### config.mk
export PLATFORM = sky130hd
export DESIGN_NAME = dcache_dm
export DESIGN_NICKNAME = d
export VERILOG_FILES = /design/src/rtl/dcache_pkg.sv /design/src/rtl/dcache_array.sv /design/src/rtl/dcache_dm.sv
export SDC_FILE = /design/constraint.sdc
export NUM_CORES = 1
export LEC_CHECK = 0
export ABC_AREA = 1
export CORE_MARGIN = 8
export CORE_UTILIZATION = 50
export CTS_BUF_LIST = sky130_fd_sc_hd__clkbuf_8
export CTS_CLUSTER_SIZE = 25
export DETAILED_ROUTE_END_ITERATION = 16
export PLACE_DENSITY = 0.73
export SLEW_MARGIN = 20
export SYNTH_ARGS = -nofsm -noshare
export SYNTH_HDL_FRONTEND = slang
export SYNTH_SLANG_ARGS = --single-unit
### constraint.sdc
create_clock -name clk -period 6.9 [get_ports clk]
set_input_delay 2.07 -clock clk [delete_from_list [all_inputs] [get_ports clk]]
set_output_delay 2.07 -clock clk [all_outputs]
set_load 0.01 [all_outputs]
### src/rtl/dcache_pkg.sv
// Shared types and geometry helpers for the direct-mapped write-through data cache.
package dcache_pkg;

    typedef enum logic [1:0] {
        IDLE  = 2'd0,
        FETCH = 2'd1,
        WRITE = 2'd2
    } state_t;

    function automatic int index_width(input int sets);
        return $clog2(sets);
    endfunction

    function automatic int tag_width(input int address_width, input int sets);
        return address_width - 2 - $clog2(sets);
    endfunction

endpackage

### src/rtl/dcache_array.sv
// Line storage for the direct-mapped cache: combinational read by index,
// single-line synchronous write, synchronous clear of every valid bit on rst.
module dcache_array #(
    parameter int SETS       = 8,
    parameter int TAG_W      = 27,
    parameter int DATA_WIDTH = 32,
    parameter int IDX_W      = $clog2(SETS)
) (
    input  logic                  clk,
    input  logic                  rst,
    input  logic [IDX_W-1:0]      rd_index,
    output logic                  rd_valid,
    output logic [TAG_W-1:0]      rd_tag,
    output logic [DATA_WIDTH-1:0] rd_data,
    input  logic                  wr_en,
    input  logic [IDX_W-1:0]      wr_index,
    input  logic [TAG_W-1:0]      wr_tag,
    input  logic [DATA_WIDTH-1:0] wr_data
);

    logic [SETS-1:0]       valid;
    logic [TAG_W-1:0]      tags  [SETS];
    logic [DATA_WIDTH-1:0] datas [SETS];

    assign rd_valid = valid[rd_index];
    assign rd_tag   = tags[rd_index];
    assign rd_data  = datas[rd_index];

    always_ff @(posedge clk) begin
        if (rst) begin
            valid <= '0;
        end else if (wr_en) begin
            valid[wr_index] <= 1'b1;
        end
    end

    // Tag/data need no reset: they are only trusted behind a valid bit.
    always_ff @(posedge clk) begin
        if (wr_en && !rst) begin
            tags[wr_index]  <= wr_tag;
            datas[wr_index] <= wr_data;
        end
    end

endmodule

### src/rtl/dcache_dm.sv
// Direct-mapped, write-through, no-write-allocate data cache between the core
// load/store path and a slower ack-based memory. Optional macro: DCACHE_STATS_EN.
//
// state | meaning
// IDLE  | serve read hits combinationally, launch misses and writes
// FETCH | read miss outstanding, fill line and return data on mem_ack
// WRITE | store outstanding, update line only if it already holds the address
module dcache_dm
    import dcache_pkg::*;
#(
    parameter int ADDRESS_WIDTH = 32,
    parameter int DATA_WIDTH    = 32,
    parameter int SETS          = 8
) (
    input  logic                     clk,
    input  logic                     rst,
    input  logic                     cpu_req,
    input  logic                     cpu_we,
    input  logic [ADDRESS_WIDTH-1:0] cpu_addr,
    input  logic [DATA_WIDTH-1:0]    cpu_wdata,
    output logic [DATA_WIDTH-1:0]    cpu_rdata,
    output logic                     stall,
    output logic                     mem_req,
    output logic                     mem_we,
    output logic [ADDRESS_WIDTH-1:0] mem_addr,
    output logic [DATA_WIDTH-1:0]    mem_wdata,
    input  logic [DATA_WIDTH-1:0]    mem_rdata,
    input  logic                     mem_ack
`ifdef DCACHE_STATS_EN
    ,
    output logic [31:0]              hit_count,
    output logic [31:0]              miss_count
`endif
);

    localparam int IDX_W = index_width(SETS);
    localparam int TAG_W = tag_width(ADDRESS_WIDTH, SETS);
    localparam logic [ADDRESS_WIDTH-1:0] WORD_MASK = {{(ADDRESS_WIDTH-2){1'b1}}, 2'b00};

    state_t                  state, state_nx;
    logic [ADDRESS_WIDTH-1:0] addr_q;
    logic [DATA_WIDTH-1:0]    wdata_q;

    logic [IDX_W-1:0]      cpu_index, q_index, rd_index;
    logic [TAG_W-1:0]      cpu_tag, q_tag, line_tag;
    logic                  line_valid;
    logic [DATA_WIDTH-1:0] line_data;
    logic                  hit;
    logic                  wr_en;
    logic                  fill;

    assign cpu_index = cpu_addr[2+IDX_W-1:2];
    assign cpu_tag   = cpu_addr[ADDRESS_WIDTH-1:2+IDX_W];
    assign q_index   = addr_q[2+IDX_W-1:2];
    assign q_tag     = addr_q[ADDRESS_WIDTH-1:2+IDX_W];

    // Look up with the live address in IDLE, with the captured one mid-transaction.
    assign rd_index = (state == IDLE) ? cpu_index : q_index;
    assign hit      = cpu_req & ~cpu_we & line_valid & (line_tag == cpu_tag);

    assign mem_addr  = addr_q;
    assign mem_wdata = wdata_q;

    dcache_array #(
        .SETS       (SETS),
        .TAG_W      (TAG_W),
        .DATA_WIDTH (DATA_WIDTH),
        .IDX_W      (IDX_W)
    ) u_array (
        .clk      (clk),
        .rst      (rst),
        .rd_index (rd_index),
        .rd_valid (line_valid),
        .rd_tag   (line_tag),
        .rd_data  (line_data),
        .wr_en    (wr_en & ~rst),
        .wr_index (q_index),
        .wr_tag   (q_tag),
        .wr_data  (fill ? mem_rdata : wdata_q)
    );

    always_ff @(posedge clk) begin
        if (rst) begin
            state   <= IDLE;
            addr_q  <= '0;
            wdata_q <= '0;
        end else begin
            state <= state_nx;
            if (state == IDLE && state_nx != IDLE) begin
                addr_q  <= cpu_addr & WORD_MASK;
                wdata_q <= cpu_wdata;
            end
        end
    end

    always_comb begin
        state_nx  = state;
        stall     = 1'b0;
        cpu_rdata = '0;
        mem_req   = 1'b0;
        mem_we    = 1'b0;
        wr_en     = 1'b0;
        fill      = 1'b0;
        case (state)
            IDLE: begin
                if (cpu_req) begin
                    if (cpu_we) begin
                        stall    = 1'b1;
                        state_nx = WRITE;
                    end else if (hit) begin
                        cpu_rdata = line_data;
                    end else begin
                        stall    = 1'b1;
                        state_nx = FETCH;
                    end
                end
            end
            FETCH: begin
                mem_req = 1'b1;
                if (mem_ack) begin
                    wr_en     = 1'b1;
                    fill      = 1'b1;
                    cpu_rdata = mem_rdata;
                    state_nx  = IDLE;
                end else begin
                    stall = 1'b1;
                end
            end
            WRITE: begin
                mem_req = 1'b1;
                mem_we  = 1'b1;
                if (mem_ack) begin
                    // Write-update only; a store never allocates a line.
                    wr_en    = line_valid & (line_tag == q_tag);
                    state_nx = IDLE;
                end else begin
                    stall = 1'b1;
                end
            end
            default: state_nx = IDLE;
        endcase
    end

`ifdef DCACHE_STATS_EN
    always_ff @(posedge clk) begin
        if (rst) begin
            hit_count  <= '0;
            miss_count <= '0;
        end else if (state == IDLE && cpu_req && !cpu_we) begin
            if (hit) begin
                hit_count <= hit_count + 32'd1;
            end else begin
                miss_count <= miss_count + 32'd1;
            end
        end
    end
`endif

endmodule

==> summary.md, run 1 <==
| Metric | Value |
|---|---|
| Reg power frac | 44.2% |
| Core Area | 0.04646 mm2 |
| Critical Path AT | approximately 4.8 ns |
| Distinct cells, synth | 44 |
| DRC | 0 |
| Initial antenna violation count | 1 |
| Area share of the largest cell type after synthesis | 60.28% |
| Port Buf Inserts | 195 |
| Crit path launch | cpu_addr[2] |
| Setup crit start kind | primary input |
| Register area share after synthesis | 66.41% |
| EDFF count, synth | 472 |
| Cell Area, Synth | 0.02351 mm2 |
| Max Slew Vio Count | 0 |
| Main synth FF type | edfxtp_1 |
| Post-DP HPWL | about 45000 um |
| Clock Pin Slew Worst Setup and Hold Paths | ~0.060 ns |
| WS Path Type | primary input to primary output |
| Critical path capture point type | primary output |
| Layout cell share with drive strength beyond 1 | a little under a quarter |
| Top area cells in the synthesized netlist | edfxtp_1, nand2_1, nand3_1, dfxtp_1, nor2_1 |
| Power Dens Cells | between 200 and 300 mW/mm2 |
| Vias/cell | 5.853 |
| Initial Util | 50.61% |
| Die height | about 230 um |
| Sw power | 2.621 mW |
| CTS root buffer | clkbuf_8 |
| Endpoints failing setup | 0 |
| Tightest Pin Transition | 1.024 ns |
| Sw Ratio | 29.94% |
| Core Util, Final | about 66% |
| DR WL/cell | about 23 um |
| Die area | 0.05422 mm2 |
| Post-Layout Cell Count | 3273 |
| First-pass GRT wire length | approximately 110000 um |
| Placed instance count | 3023 |
| Cell Rows | between 70 and 80 |
| Drt pass-1 iters | 6 |
| Layout area overhead | 30.45% |
| Reg2reg start | state[0] |
| DR iter-0 viols | 2155 |
| Fin area | about 0.03 mm2 |
| Clock Latency Late Sink | 0.69 ns |
| Asr flop ratio synth | 0% |
| Pint | 6.133 mW |
| CTS tree | done |
| Status | finished clean |
| Relative slew slack | approximately a third |
| Vias | 19.16k |
| Largest net degree at the start of global routing | 125 |
| P_leak | roughly 12 nW |
| Combinational fraction of design power | 24.3% |
| RSZ-0062 raised after global routing | yes |
| CTS Hold Bufs | 0 |
| Max-cap viol count | 0 |
| Grt total ovfl | 0 |
| CTS Buffer Depth | 3 |
| Syn Inst Count | around 2.2k |
| Die Span X | between 200 and 250 um |
| Num Clock Sinks | 544 |
| Synth area leader | edfxtp_1 |
| Synth Warn # | 0 |
| Final period util | 98.95% |
| Worst Path Required | between 4 and 5 ns |
| Placed Area | ~0.027 mm2 |
| WL final | 75550 um |
| Crit Path Max Fanout | 8 |
| Crit path time final | between 6 and 7 ns |
| Final setup skew | 0.03451 ns |
| Hold Violations, Final | 0 |
| Seq cells post-synth | 544 |
| Max Fclk | 146.5 MHz |
| Vias in the first global route | between 15k and 20k |
| Top Ports | 200 |
| Global Route Usage Sum | between 20% and 30% |
| CTS HTree Levels | 3 |
| Routed Antenna Nets | 0 |
| Avg Cell Area, Syn | 10.73 um2 |
| HP Class | flop to flop |
| RePlAce Congestion | a little under 1 |
| Power share of the clock group | a little under a third |
| Nets@finish | 2699 |
| VDD IR max | 177.6 uV |
| Hold path start | u_array.valid[1] |
| Cts bufs inserted | 85 |
what timing repair did:
item,in CTS,in global routing
endpoints found under the hold margin,0,0
resized for setup,264,82
gates cloned,11,1
pin swaps,47,42
buffers inserted,72,12
setup endpoints to repair,33,286
flip-flops by register name, indices dropped and copies added (netlist names):
name,flops
u_array.datas,256
u_array.tags,216
mem_wdata,32
mem_addr,30
u_array.valid,8
state,2
cells in the mapped netlist (2+ instances only):
cell type / instances
dfxtp_1: 72
edfxtp_1: 472
o22ai_1: 8
inv_1: 79
ha_1: 4
o21ai_1: 21
buf_4: 21
o211ai_1: 58
nor3_1: 5
nor2_1: 199
o31ai_1: 5
buf_2: 25
nand2_2: 6
a21oi_1: 69
o2111ai_1: 2
clkbuf_1: 75
xor2_1: 11
nor4_1: 3
o21ai_2: 2
nand3b_1: 34
and3_1: 2
o221ai_1: 30
nand4_1: 17
a211oi_1: 2
nand2_1: 473
buf_1: 12
inv_2: 3
nand3_1: 311
or2_2: 32
buf_6: 10
o21ai_0: 115
area by class of cell:
type                    instances  area, um2
fillers                      3412      15790
repair buffers                458       4652
clock inverters                66      456.7
flip-flops and latches        544      15620
diodes                          1      2.502
well taps                     607      759.5
multi-input cells            1423       7606
clock buffers                  92       1266
inverters                      82      312.8
worst paths after layout:
kind	slack, ns	endpoint	cells after the start
setup / recovery	0.07	cpu_rdata[7]	22
hold / removal	0.46	u_array.valid[1]	2
setup reg to reg	0.52	u_array.tags[7][2]	36
hold reg to reg	0.46	u_array.valid[1]	2
per-stage QoR:
stage | total power [mW] | hold slack [ns] | setup TNS, ns | setup WS [ns]
final | 8.755 | 0.4551 | 0 | 0.07214
after global routing | 9.074 | 0.4778 | -0.5045 | -0.05565
after CTS | 8.670 | 0.4556 | 0 | 0.01114
after detailed placement | 5.663 | 0.4469 | -28.05 | -0.9593
after global placement | 5.625 | 0.4369 | -27.02 | -0.9150
after floorplan | 4.844 | 0.4301 | 0 | 0.5888
power groups by stage:
stage / Combinational [mW] / Sequential (mW) / Clock (mW)
after floorplan: 0.924 / 3.92 / 0
after global placement: 1.69 / 3.94 / 0
after detailed placement: 1.72 / 3.94 / 0
after CTS: 2.02 / 3.87 / 2.77
after global routing: 2.27 / 3.88 / 2.92
final: 2.13 / 3.87 / 2.75
cells by family after synthesis:
logic type      Yosys count  synth area share (%)
flops                   544                 66.41
xor+xnor                 12                0.4470
other cells               1               0.01595
simple gates           1088                 20.42
buf+inv                 225                 4.380
compound gates          317                 8.110
fa+ha+maj                 4                0.2129
placed cells by master (no fill, tap or decap), types with 48 or more instances in the layout:
master	n
a21oi_1	69
buf_4	190
clkbuf_8	92
clkdlybuf4s50_1	159
dfxtp_1	72
edfxtp_1	472
inv_1	99
nand2_1	422
nand2_2	48
nand3_1	233
nand3_2	74
nor2_1	193
o211ai_1	58
o21ai_0	110
worst max-delay path: stages:
cell	delay, ns
buf_6	0.12
inv_2	0.05
nand2_2	0.08
nand2_8	0.15
buf_6	0.12
buf_16	0.11
nand2_1	0.08
nand3_2	0.09
nand3_2	0.11
nand2_2	0.10
nand2_2	0.06
nand2_4	0.09
inv_2	0.05
nor3b_2	0.15
nand4_1	0.20
nor4_4	0.26
buf_6	0.19
buf_12	0.15
buf_12	0.14
nand3_2	0.09
o21ai_2	0.13
buf_2	0.15
per-layer routing:
| metal | global-route usage, % | up-vias | part of all wire, % |
|---|---|---|---|
| met4 | 11.42 | 0 | 3.9 |
| li1 | - | 8597 | - |
| met2 | 44.52 | 1107 | 48 |
| met1 | 34.50 | 9271 | 38 |
| met3 | 6.004 | 183 | 9.8 |
| met5 | 0 | - | 0 |
Power figures use the tool's default switching activity.
==> inputs of run 2 (changes only) <==
--- a/config.mk
+++ b/config.mk
@@ -5,13 +5,13 @@
 export SDC_FILE = /design/constraint.sdc
 export NUM_CORES = 1
 export LEC_CHECK = 0
-export ABC_AREA = 1
 export CORE_MARGIN = 8
 export CORE_UTILIZATION = 50
 export CTS_BUF_LIST = sky130_fd_sc_hd__clkbuf_8
 export CTS_CLUSTER_SIZE = 25
 export DETAILED_ROUTE_END_ITERATION = 16
 export PLACE_DENSITY = 0.73
+export SKIP_CTS_REPAIR_TIMING = 1
 export SLEW_MARGIN = 20
 export SYNTH_ARGS = -nofsm -noshare
 export SYNTH_HDL_FRONTEND = slang
==> run 2 against run 1 <==
The flow now finishes with violations (setup timing). Synthesized cell count shrank 21%. Non-clock buffer count shrank 49. Combinational power shrank 38%. Die area grew 2.7%. Maximum frequency shrank 12%. Core utilization shrank 2.4 points. Critical path depth shrank 5. Final cell count shrank 14%. Clock power shrank 4%. Setup slack lost 0.91 ns. Via count shrank 13%. Largest power group unchanged.
==> summary.md, run 2 <==
| Metric | Value |
|---|---|
| Status | finished with violations |
| Failing checks | setup timing |
| DRC | 0 (unchanged) |
| DR iter-0 viols | 1767 (-18%) |
| Crit-path slowest cell | or4_4 |
| Crit path top cell by count | buf_6 |
| Sw Ratio | 26.88% (-3.1 points) |
| Pint | 5.652 mW (-7.8%) |
| Synth area leader | edfxtp_1 |
| CTS Buffer Depth | 3 (unchanged) |
| Register area share after synthesis | 64.54% (-1.9 points) |
| WS Path Type | primary input to primary output |
| R2R Setup Slk | 1.60 ns (+1.08 ns) |
| CP max stage delay | 0.57 ns (+0.31 ns) |
| CP bufs+invs | 7 (-2) |
| Setup WS pre-CTS | -1.660 ns (-0.7008 ns) |
| Vias | 16.72k (-13%) |
| Relative slew slack | 37.29% (+5.7 points) |
| CTS HTree Levels | 3 (unchanged) |
| CTS root buffer | clkbuf_8 |
| Nets@finish | 2226 (-18%) |
| Top delay family on crit path | simple AND/OR/NAND/NOR gates |
| Clock Pin Slew Worst Setup and Hold Paths | 0.05 ns (about the same) |
| Final period util | 112.2% (+13 points) |
| Crit Path Max Fanout | 7 (-1) |
| Critical Path AT | 5.67 ns (+0.91 ns) |
| Layout area overhead | 25.51% |
| Main synth FF type | edfxtp_1 |
| Cell Area, Synth | 0.02419 mm2 (+2.9%) |
| Die Span X | 236.0 um (+1.3%) |
| Most frequent cells in the layout | edfxtp_1, buf_4, nand2_1 |
| Global Route Usage Sum | 23.15% (-4.0 points) |
| Num Clock Sinks | 544 (unchanged) |
| Max Fclk | 129.2 MHz (-12%) |
| Endpoints failing setup | 33 (+33) |
| Initial Util | 50.67% (+0.065 points) |
| Avg Cell Area, Syn | 13.90 um2 (+30%) |
| Reg power frac | 48.6% (+4.4 points) |
| Power share of the clock group | 34.3% (+2.9 points) |
| Combinational fraction of design power | 17.1% (-7.2 points) |
| Worst Path Required | 4.83 ns (about the same) |
| Grt total ovfl | 0 (unchanged) |
| Top reg by flops | u_array.datas |
| RePlAce Congestion | 0.8738 (-9.2%) |
| Placed Area | 0.02802 mm2 (+2.8%) |
| Routed Antenna Nets | 0 (unchanged) |
| Max-cap viol count | 0 (unchanged) |
| Min Hold Slack | 0.4825 ns (+0.02743 ns) |
| WL final | 67070 um (-11%) |
| First-pass GRT wire length | 100200 um (-10%) |
| Final setup skew | 0.02321 ns (-0.01130 ns) |
| Cell Rows | 80 (+1.3%) |
| Pwr Total | 7.730 mW (-12%) |
| Die height | 236.0 um (+1.3%) |
| Layout cell share with drive strength beyond 1 | 24.70% (+1.7 points) |
| Most common cell after layout, fill and taps aside | edfxtp_1 |
| Syn Inst Count | 1741 (-21%) |
| Drt pass-1 iters | 6 (unchanged) |
| CTS tree | done |
| Tightest Pin Transition | 0.9406 ns (-0.08372 ns) |
| Power Dens Cells | 254.5 mW/mm2 (-11%) |
| Die area | 0.05568 mm2 (+2.7%) |
| Asr flop ratio synth | 0% (unchanged) |
| Post-DP HPWL | 40750 um (-9.0%) |
| RSZ-0062 raised after global routing | yes |
| Core Area | 0.04775 mm2 (+2.8%) |
| Crit path time final | 7.741 ns (+0.9133 ns) |
| Synth Warn # | 0 (unchanged) |
| DR WL/cell | 23.88 um (+3.4%) |
| Diode count | 0 (-1) |
| Seq cells post-synth | 544 (unchanged) |
| Final setup margin | -0.8412 ns (-0.9133 ns) |
| Max reg flops | 256 (unchanged) |
| Top Ports | 200 (unchanged) |
| Worst-path cell chain | buf_4 > buf_6 > nor2b_4 > a21oi_4 > buf_6 > o32ai_2 > a211oi_2 > xor2_1 > o211ai_1 > or4_4 > nor4_4 > nand3_4 > clkbuf_16 > buf_6 > buf_6 > o21ai_2 > buf_2 |
| Cts bufs inserted | 89 (+4.7%) |
| Count leader, synth | edfxtp_1 |
| EDFF count, synth | 472 (unchanged) |
| Fin area | 0.03037 mm2 (-0.99%) |
| Hold Violations, Final | 0 (unchanged) |
| Setup crit start kind | primary input |
| Clock Latency Late Sink | 0.68 ns (about the same) |
| Largest net degree at the start of global routing | 93 (-26%) |
| VDD IR max | 161.7 uV (-8.9%) |
| Initial antenna violation count | 2 (+1) |
| Area share of the largest cell type after synthesis | 58.58% (-1.7 points) |
| Post-synth top cells | edfxtp_1, nand2_1, nand2b_1, o21ai_0, mux2i_1 |
| Max Slew Vio Count | 0 (unchanged) |
| Critical path capture point type | primary output |
| Sw power | 2.078 mW (-21%) |
| HP Class | flop to flop |
| Vias in the first global route | 17.00k (-8.9%) |
| P_leak | 10.93 nW (-7.0%) |
| Port Buf Inserts | 195 (unchanged) |
| Top area cells in the synthesized netlist | edfxtp_1, mux4_2, dfxtp_1, mux2i_1, nand2b_1 |
| Distinct cells, synth | 82 (+86%) |
| Vias/cell | 5.951 (+1.7%) |
run 2: cell count changes after synthesis, moves of 49 or more:
cell,change
mux2i_1,+96
nand2_1,-305
inv_1,-49
nand3_1,-300
nand2b_1,+142
nor2_1,-183
mux4_2,+66
run 2: path summary, 6_finish.rpt:
path | startpoint | to | depth (start not counted)
min | u_array.valid[7] | u_array.valid[7] | 1
max reg2reg | state[0] | u_array.tags[2][25] | 19
min reg2reg | u_array.valid[7] | u_array.valid[7] | 1
max | cpu_addr[4] | cpu_rdata[2] | 17
run 2: cell type report:
cell class | instances | area, um2
fill | 3505 | 17380
sequential | 544 | 15620
multi-input combinational | 1047 | 8318
timing repair buffer | 409 | 3875
clock buffer | 95 | 1308
tap | 615 | 769.5
clock inverter | 69 | 367.9
inverter | 30 | 112.6
run 2: power groups by stage:
stage / registers, mW / logic (mW) / clock network (mW)
floorplan: 3.81 / 0.710 / 0
global placement: 3.82 / 1.22 / 0
detailed placement: 3.83 / 1.24 / 0
CTS: 3.76 / 1.25 / 2.69
global route: 3.77 / 1.41 / 2.83
finish: 3.76 / 1.32 / 2.65
run 2: cell families after synthesis:
| group | after synthesis | share of synthesized area (%) |
|---|---|---|
| multiplexers | 164 | 10.22 |
| AND/OR/NAND/NOR | 459 | 10.12 |
| adder cells (fa/ha/maj) | 4 | 0.2069 |
| flip-flops | 544 | 64.54 |
| buffers and inverters | 151 | 3.113 |
| AO/OA/AOI/OAI | 379 | 10.37 |
| XOR/XNOR | 39 | 1.412 |
| other | 1 | 0.01550 |
run 2: worst register-to-register path: stages (launching register included):
cell and delay [ns]:
dfxtp_1 0.33, inv_1 0.11, ha_2 0.54, buf_4 0.32, nand2_8 0.08, clkbuf_16 0.16
buf_4 0.14, o22ai_1 0.19, o32ai_2 0.13, a211oi_2 0.30, buf_4 0.15, buf_4 0.09
xor2_1 0.14, nand2_1 0.09, nor4_1 0.53, buf_4 0.21, nand4_1 0.21, a211oi_1 0.57
and3b_2 0.33, buf_12 0.30
run 2: per-stage QoR:
step | std cells | setup TNS [ns] | util (%)
6_report | 2809 | -24.07 | 63.60
5_1_grt | 2809 | -27.34 | 63.60
4_1_cts | 2771 | -52.14 | 62.19
3_5_place_dp | 2607 | -66.28 | 58.68
3_3_place_gp | 2607 | -55.41 | 58.68
2_1_floorplan | 1742 | -0.5577 | -
run 2: per-layer routing:
metal | up-vias | GRT usage (%) | share of wire (%)
li1 | 7413 | - | -
met1 | 8253 | 29.69 | 40
met2 | 909 | 37.08 | 48
met3 | 138 | 6.389 | 9.5
met4 | 4 | 9.269 | 2.8
met5 | - | 0 | 0.034
